### src/rtl/ad56x3_serial_rx.sv
// ad56x3_serial_rx
// Receiver for the AD5623/AD5643/AD5663 3-wire serial protocol (SYNC/SCLK/DIN).
// It oversamples the serial lines in the clk domain, collects 24-bit frames,
// decodes command/address/data and presents per-channel words with
// single-cycle valid strobes. Aborted or rejected frames raise frameErr.
module ad56x3_serial_rx #(
  parameter logic SIGN_A      = 1'b0,
  parameter logic SIGN_B      = 1'b0,
  parameter int   DATA_WIDTH  = 14,
  parameter int   SYNC_STAGES = 2
) (
  input  logic                  clk,
  input  logic                  reset,
  input  logic                  dacSync,
  input  logic                  dacSclk,
  input  logic                  dacDin,
  output logic [DATA_WIDTH-1:0] dataA,
  output logic [DATA_WIDTH-1:0] dataB,
  output logic                  validA,
  output logic                  validB,
  output logic [2:0]            command,
  output logic                  frameErr
);

  // Only the three real DAC resolutions and a non-empty synchronizer are legal.
  if (!(DATA_WIDTH == 12 || DATA_WIDTH == 14 || DATA_WIDTH == 16)) begin : g_bad_width
    $fatal(1, "ad56x3_serial_rx: DATA_WIDTH must be 12, 14 or 16");
  end
  if (SYNC_STAGES < 1) begin : g_bad_sync
    $fatal(1, "ad56x3_serial_rx: SYNC_STAGES must be at least 1");
  end

  localparam int FRAME_BITS = 24;

  typedef enum logic [1:0] {
    ST_IDLE,
    ST_SHIFT,
    ST_WAIT
  } state_t;

  // Command field values that carry a data word.
  localparam logic [2:0] CMD_WR_INPUT   = 3'b000;
  localparam logic [2:0] CMD_WR_UPD_DAC = 3'b010;
  localparam logic [2:0] CMD_WR_UPD     = 3'b011;

  // Address field values.
  localparam logic [2:0] ADDR_A    = 3'b000;
  localparam logic [2:0] ADDR_B    = 3'b001;
  localparam logic [2:0] ADDR_BOTH = 3'b111;

  // ---------------------------------------------------------------------------
  // Decode helpers
  // ---------------------------------------------------------------------------
  function automatic logic cmd_accepted(input logic [2:0] cmd);
    return (cmd == CMD_WR_INPUT) || (cmd == CMD_WR_UPD_DAC) || (cmd == CMD_WR_UPD);
  endfunction

  function automatic logic addr_accepted(input logic [2:0] addr);
    return (addr == ADDR_A) || (addr == ADDR_B) || (addr == ADDR_BOTH);
  endfunction

  // Signed channels were offset-binary converted by the transmitter (MSB
  // inverted); flipping the MSB back restores two's complement.
  function automatic logic [DATA_WIDTH-1:0] recover(input logic [DATA_WIDTH-1:0] field,
                                                    input logic                  sign);
    return {field[DATA_WIDTH-1] ^ sign, field[DATA_WIDTH-2:0]};
  endfunction

  // ---------------------------------------------------------------------------
  // Input conditioning
  // ---------------------------------------------------------------------------
  logic [SYNC_STAGES-1:0] syncChain_q;
  logic [SYNC_STAGES-1:0] sclkChain_q;
  logic [SYNC_STAGES-1:0] dinChain_q;
  logic                   syncPrev_q;
  logic                   sclkPrev_q;
  logic                   sSync;
  logic                   sSclk;
  logic                   sDin;
  logic                   syncFall;
  logic                   sclkFall;

  // Synchronizer chains; the SYNC chain resets low so a SYNC held low across
  // reset release never produces a falling edge.
  always_ff @(posedge clk) begin
    if (reset) begin
      syncChain_q <= '0;
      sclkChain_q <= '1;
      dinChain_q  <= '0;
      syncPrev_q  <= 1'b0;
      sclkPrev_q  <= 1'b1;
    end else begin
      syncChain_q <= (syncChain_q << 1) | SYNC_STAGES'(dacSync);
      sclkChain_q <= (sclkChain_q << 1) | SYNC_STAGES'(dacSclk);
      dinChain_q  <= (dinChain_q << 1) | SYNC_STAGES'(dacDin);
      syncPrev_q  <= sSync;
      sclkPrev_q  <= sSclk;
    end
  end

  assign sSync    = syncChain_q[SYNC_STAGES-1];
  assign sSclk    = sclkChain_q[SYNC_STAGES-1];
  assign sDin     = dinChain_q[SYNC_STAGES-1];
  assign syncFall = syncPrev_q & ~sSync;
  assign sclkFall = sclkPrev_q & ~sSclk;

  // ---------------------------------------------------------------------------
  // Frame FSM and decode
  // ---------------------------------------------------------------------------
  state_t                  state_q, state_d;
  logic [4:0]              cnt_q, cnt_d;
  logic [FRAME_BITS-1:0]   shift_q, shift_d;
  logic [DATA_WIDTH-1:0]   dataA_q, dataA_d;
  logic [DATA_WIDTH-1:0]   dataB_q, dataB_d;
  logic [2:0]              cmd_q, cmd_d;
  logic                    validA_q, validA_d;
  logic                    validB_q, validB_d;
  logic                    frameErr_q, frameErr_d;

  // The word as it stands once the bit arriving on this edge is included.
  logic [FRAME_BITS-1:0]   frameWord;
  logic [2:0]              frameCmd;
  logic [2:0]              frameAddr;
  logic [DATA_WIDTH-1:0]   frameField;
  logic                    lastEdge;
  logic                    unused_bits;

  assign frameWord   = {shift_q[FRAME_BITS-2:0], sDin};
  assign frameCmd    = frameWord[21:19];
  assign frameAddr   = frameWord[18:16];
  assign frameField  = frameWord[15 -: DATA_WIDTH];
  assign lastEdge    = sclkFall && (cnt_q == 5'(FRAME_BITS - 1));
  assign unused_bits = ^{shift_q, frameWord};

  // State register and all outputs.
  always_ff @(posedge clk) begin
    if (reset) begin
      state_q    <= ST_IDLE;
      cnt_q      <= '0;
      shift_q    <= '0;
      dataA_q    <= '0;
      dataB_q    <= '0;
      cmd_q      <= '0;
      validA_q   <= 1'b0;
      validB_q   <= 1'b0;
      frameErr_q <= 1'b0;
    end else begin
      state_q    <= state_d;
      cnt_q      <= cnt_d;
      shift_q    <= shift_d;
      dataA_q    <= dataA_d;
      dataB_q    <= dataB_d;
      cmd_q      <= cmd_d;
      validA_q   <= validA_d;
      validB_q   <= validB_d;
      frameErr_q <= frameErr_d;
    end
  end

  // Next-state logic: collect bits, then accept, reject or abort the frame.
  always_comb begin
    state_d    = state_q;
    cnt_d      = cnt_q;
    shift_d    = shift_q;
    dataA_d    = dataA_q;
    dataB_d    = dataB_q;
    cmd_d      = cmd_q;
    validA_d   = 1'b0;
    validB_d   = 1'b0;
    frameErr_d = 1'b0;

    case (state_q)
      ST_IDLE: begin
        if (syncFall) begin
          cnt_d   = '0;
          state_d = ST_SHIFT;
        end
      end

      ST_SHIFT: begin
        if (sclkFall) begin
          shift_d = frameWord;
          cnt_d   = cnt_q + 5'd1;
        end
        // A final edge coinciding with SYNC rising still completes the frame.
        if (lastEdge) begin
          state_d = ST_WAIT;
          if (cmd_accepted(frameCmd) && addr_accepted(frameAddr)) begin
            cmd_d = frameCmd;
            if (frameAddr == ADDR_A || frameAddr == ADDR_BOTH) begin
              dataA_d  = recover(frameField, SIGN_A);
              validA_d = 1'b1;
            end
            if (frameAddr == ADDR_B || frameAddr == ADDR_BOTH) begin
              dataB_d  = recover(frameField, SIGN_B);
              validB_d = 1'b1;
            end
          end else begin
            frameErr_d = 1'b1;
          end
        end else if (sSync) begin
          frameErr_d = 1'b1;
          state_d    = ST_IDLE;
        end
      end

      ST_WAIT: begin
        if (sSync) begin
          state_d = ST_IDLE;
        end
      end

      default: begin
        state_d = ST_IDLE;
      end
    endcase
  end

  assign dataA    = dataA_q;
  assign dataB    = dataB_q;
  assign validA   = validA_q;
  assign validB   = validB_q;
  assign command  = cmd_q;
  assign frameErr = frameErr_q;

endmodule

### config.mk
export PLATFORM = sky130hd
export DESIGN_NAME = ad56x3_serial_rx
export DESIGN_NICKNAME = d
export VERILOG_FILES = /design/src/rtl/ad56x3_serial_rx.sv
export SDC_FILE = /design/constraint.sdc
export NUM_CORES = 1
export LEC_CHECK = 0
export BUFFER_PORTS_ARGS = -buffer_cell sky130_fd_sc_hd__buf_2
export CAP_MARGIN = 20
export CORE_MARGIN = 1.5
export CORE_UTILIZATION = 29
export CTS_CLUSTER_DIAMETER = 30
export DETAILED_ROUTE_END_ITERATION = 12
export PLACE_DENSITY = 0.54
export SYNTH_ARGS = -nofsm -noshare
export SYNTH_HDL_FRONTEND = slang
export SYNTH_SLANG_ARGS = --single-unit
### constraint.sdc
create_clock -name clk -period 2.12 [get_ports clk]
set_input_delay 0.424 -clock clk [delete_from_list [all_inputs] [get_ports clk]]
set_output_delay 0.424 -clock clk [all_outputs]
set_load 0.05 [all_outputs]
==> run metrics <==
Core Rows=35; pin count of the biggest net entering global routing=45; post-route ant nets=0; Ports=39; H-tree Lvls=3; setup bufs post-CTS=0; Critical path origin=cnt_q[0]$_SDFFE_PP0P_; Leak Pwr=1.40 nW; post-synth top area share=51.0%; max incr delay on CP=380 ps; Die X=100 µm; Synth Warn #=0; Critical-path top delay cell=dfxtp_1; Routed WL per cell=11.8 µm; mean number of vias per cell=4.46; Finished Core Util=35.4%; Final Max Tran Viols=0; layout cells sized above 1=20.4%; most numerous cell on the critical path=buf_4; final setup TNS=0 ps; hold_ws=271 ps; max cap viols=0; Total GRT Usage=11.2%; slew margin rel.=73.3%; nature of the critical path endpoint=flop; #FFs+latches synth=70; P_sw=0.503 mW; Sink Count=70; f_max=625 MHz; Setup-failing EPs final=0; final net count=334; sequential fraction of design power=54.5%; Post-CTS Hold Buffers=0; port buffer count=38; post-cts resize count=0; post-synth top area cell=dfxtp_1; Syn Inst Count=288; grt ovf=0; Hold Fails Final Rpt=0; Syn Std Cell Area=0.00275 mm²; final setup margin=519 ps; most numerous cell in the Yosys netlist=dfxtp_1; RSZ-0062 raised after global routing=no; ant diodes=0; WP data required=2340 ps; routed via count=1979; Post-Route WL=5230 µm; Logic pwr share=2.4%; total chip power=2.43 mW; crit-path cells=ha_1 -> nand4b_1 -> nor2_2 -> buf_4 -> nand3_2 -> buf_4 -> mux2i_1; initial drt markers=96; CTS tree=yes; die area=0.0101 mm²; type of origin of the critical path=flop; Net Sw Frac=20.7%; initial antenna violation count=0; TritonRoute pass-1 iters=4; status=complete, no violations; fin crit period=1600 ps; Main synth FF type=dfxtp_1; Cell Int Power=1.93 mW; Syn-to-layout area delta=18.5%; vias in the first global route=1915; Place WS=510 ps; R2R cell count=7; Clock Skew=10.2 ps; Root Buffer Master=clkbuf_8; sequential share of the synthesized area=51.0%; critical path peak fanout=8; most frequent cells after synthesis=dfxtp_1, nand2_1, nand2b_1; routability cong.=0.816; core area=0.00920 mm²; RR Startpoint=cnt_q[0]$_SDFFE_PP0P_; Clock transition at path regs=70 ps; Netlist cell types=31; worst slew pin tran=400 ps; synthesized area per cell=9.54 µm²; Initial Utilization=29.9%; placed wire-length estimate=3520 µm; r2r setup slk=520 ps; post-synth net total=294; Crit Reg-Reg Endpoint=dataA[6]$_SDFFE_PP0P_; worst hold-check path type=primary input to flop; Tcrit/Tclk final=75.5%; first-pass GRT wire length=8890 µm; Die Y=100 µm; min-delay src=dacSclk; CTS Buf Count=9; number of synthesized flops with an enable pin=0; worst path arrival time=1820 ps; ranking of synthesized cells by area=dfxtp_1, mux2i_1, nand2b_1; Fillers=962; part of the power in the clock network=43.1%; Clk Latency, worst-skew pair=340 ps; Worst Setup Path Type=flop to flop; Async S/R FF share, synth=0%; Clock Path Buffers=2; drt drc=0; PwrDens=746 mW/mm²; Worst Setup EP=dataA[6]$_SDFFE_PP0P_; Max VDD drop=0.000521 V
sequential cells by signal, indices dropped and copies added, names as in the netlist:
| name | cells |
|---|---|
| cnt_q | 5 |
| command | 3 |
| dataA | 14 |
| dataB | 14 |
| dinChain_q | 2 |
| frameErr | 1 |
| sclkChain_q | 2 |
| sclkPrev_q | 1 |
| shift_q | 21 |
| state_q | 2 |
| syncChain_q | 2 |
| syncPrev_q | 1 |
| validA | 1 |
| validB | 1 |
worst max-delay path: cells and delay by family (launching register included):
family	cells	cell delay (ps)
adder cells (fa/ha/maj)	1	200
buffers and inverters	2	380
flip-flops	1	380
multiplexers	1	130
AND/OR/NAND/NOR	3	390
logic make-up after synthesis:
group           count (synthesis)  share of synthesized area (%)
compound gates                 31                           6.28
xor+xnor                        4                           1.27
simple gates                  132                           26.3
fa+ha+maj                       1                          0.455
flops                          70                           51.0
buf+inv                        18                           3.01
mux                            32                           11.7
area by class of cell:
cell class | instances | area (µm²) | share of cell area, %
Clock buffer | 13 | 149 | 4.57
Multi-Input combinational cell | 200 | 1260 | 38.8
Sequential cell | 70 | 1400 | 43.0
Timing Repair Buffer | 44 | 248 | 7.61
Clock inverter | 3 | 43.8 | 1.35
Tap cell | 111 | 139 | 4.27
Inverter | 3 | 11.3 | 0.346
per-layer routing:
layer,global-route usage [%],share of wire [%],up-vias
met5,0,0,-
met4,2.60,0.73,0
met3,4.53,4.1,4
met2,18.7,46,43
met1,13.6,49,907
li1,-,-,1025
cells in the final DEF (no fill, tap or decap), drive strengths merged:
cell / count
a211o: 1
a211oi: 4
a21oi: 23
a31o: 1
and3b: 1
buf: 44
bufinv: 1
clkbuf: 13
clkinv: 2
dfxtp: 70
ha: 1
inv: 3
mux2i: 32
nand2: 48
nand2b: 48
nand3: 5
nand3b: 1
nand4: 1
nand4b: 1
nor2: 10
nor2b: 6
nor3: 3
nor3b: 1
o21ai: 2
or2: 5
or3b: 1
or4: 1
xnor2: 4
how the worst min path moves through the flow:
| stage | to | slack [ps] | cells after the start |
|---|---|---|---|
| after floorplan | sclkChain_q[1]$_SDFF_PP1_ | 390 | 1 |
| after global placement | sclkChain_q[1]$_SDFF_PP1_ | 390 | 1 |
| after detailed placement | sclkChain_q[1]$_SDFF_PP1_ | 390 | 1 |
| after CTS | sclkChain_q[0]$_SDFF_PP1_ | 250 | 2 |
| after global routing | sclkChain_q[0]$_SDFF_PP1_ | 250 | 2 |
| final | sclkChain_q[0]$_SDFF_PP1_ | 270 | 2 |
power groups by stage:
| stage | Clock, mW | Combinational, mW | Sequential [mW] |
|---|---|---|---|
| after floorplan | 0 | 0.0438 | 1.35 |
| after CTS | 1.09 | 0.0593 | 1.32 |
| after global routing | 1.14 | 0.0640 | 1.33 |
| final | 1.05 | 0.0584 | 1.33 |
| after global placement | 0 | 0.0588 | 1.36 |
| after detailed placement | 0 | 0.0592 | 1.36 |
stage by stage:
step	cell area, µm²	std cells
after floorplan	2750	288
after global placement	3060	428
after detailed placement	3060	428
after CTS	3260	444
after global routing	3260	444
final	3260	444
No activity file was read; power rests on OpenSTA's default activity.
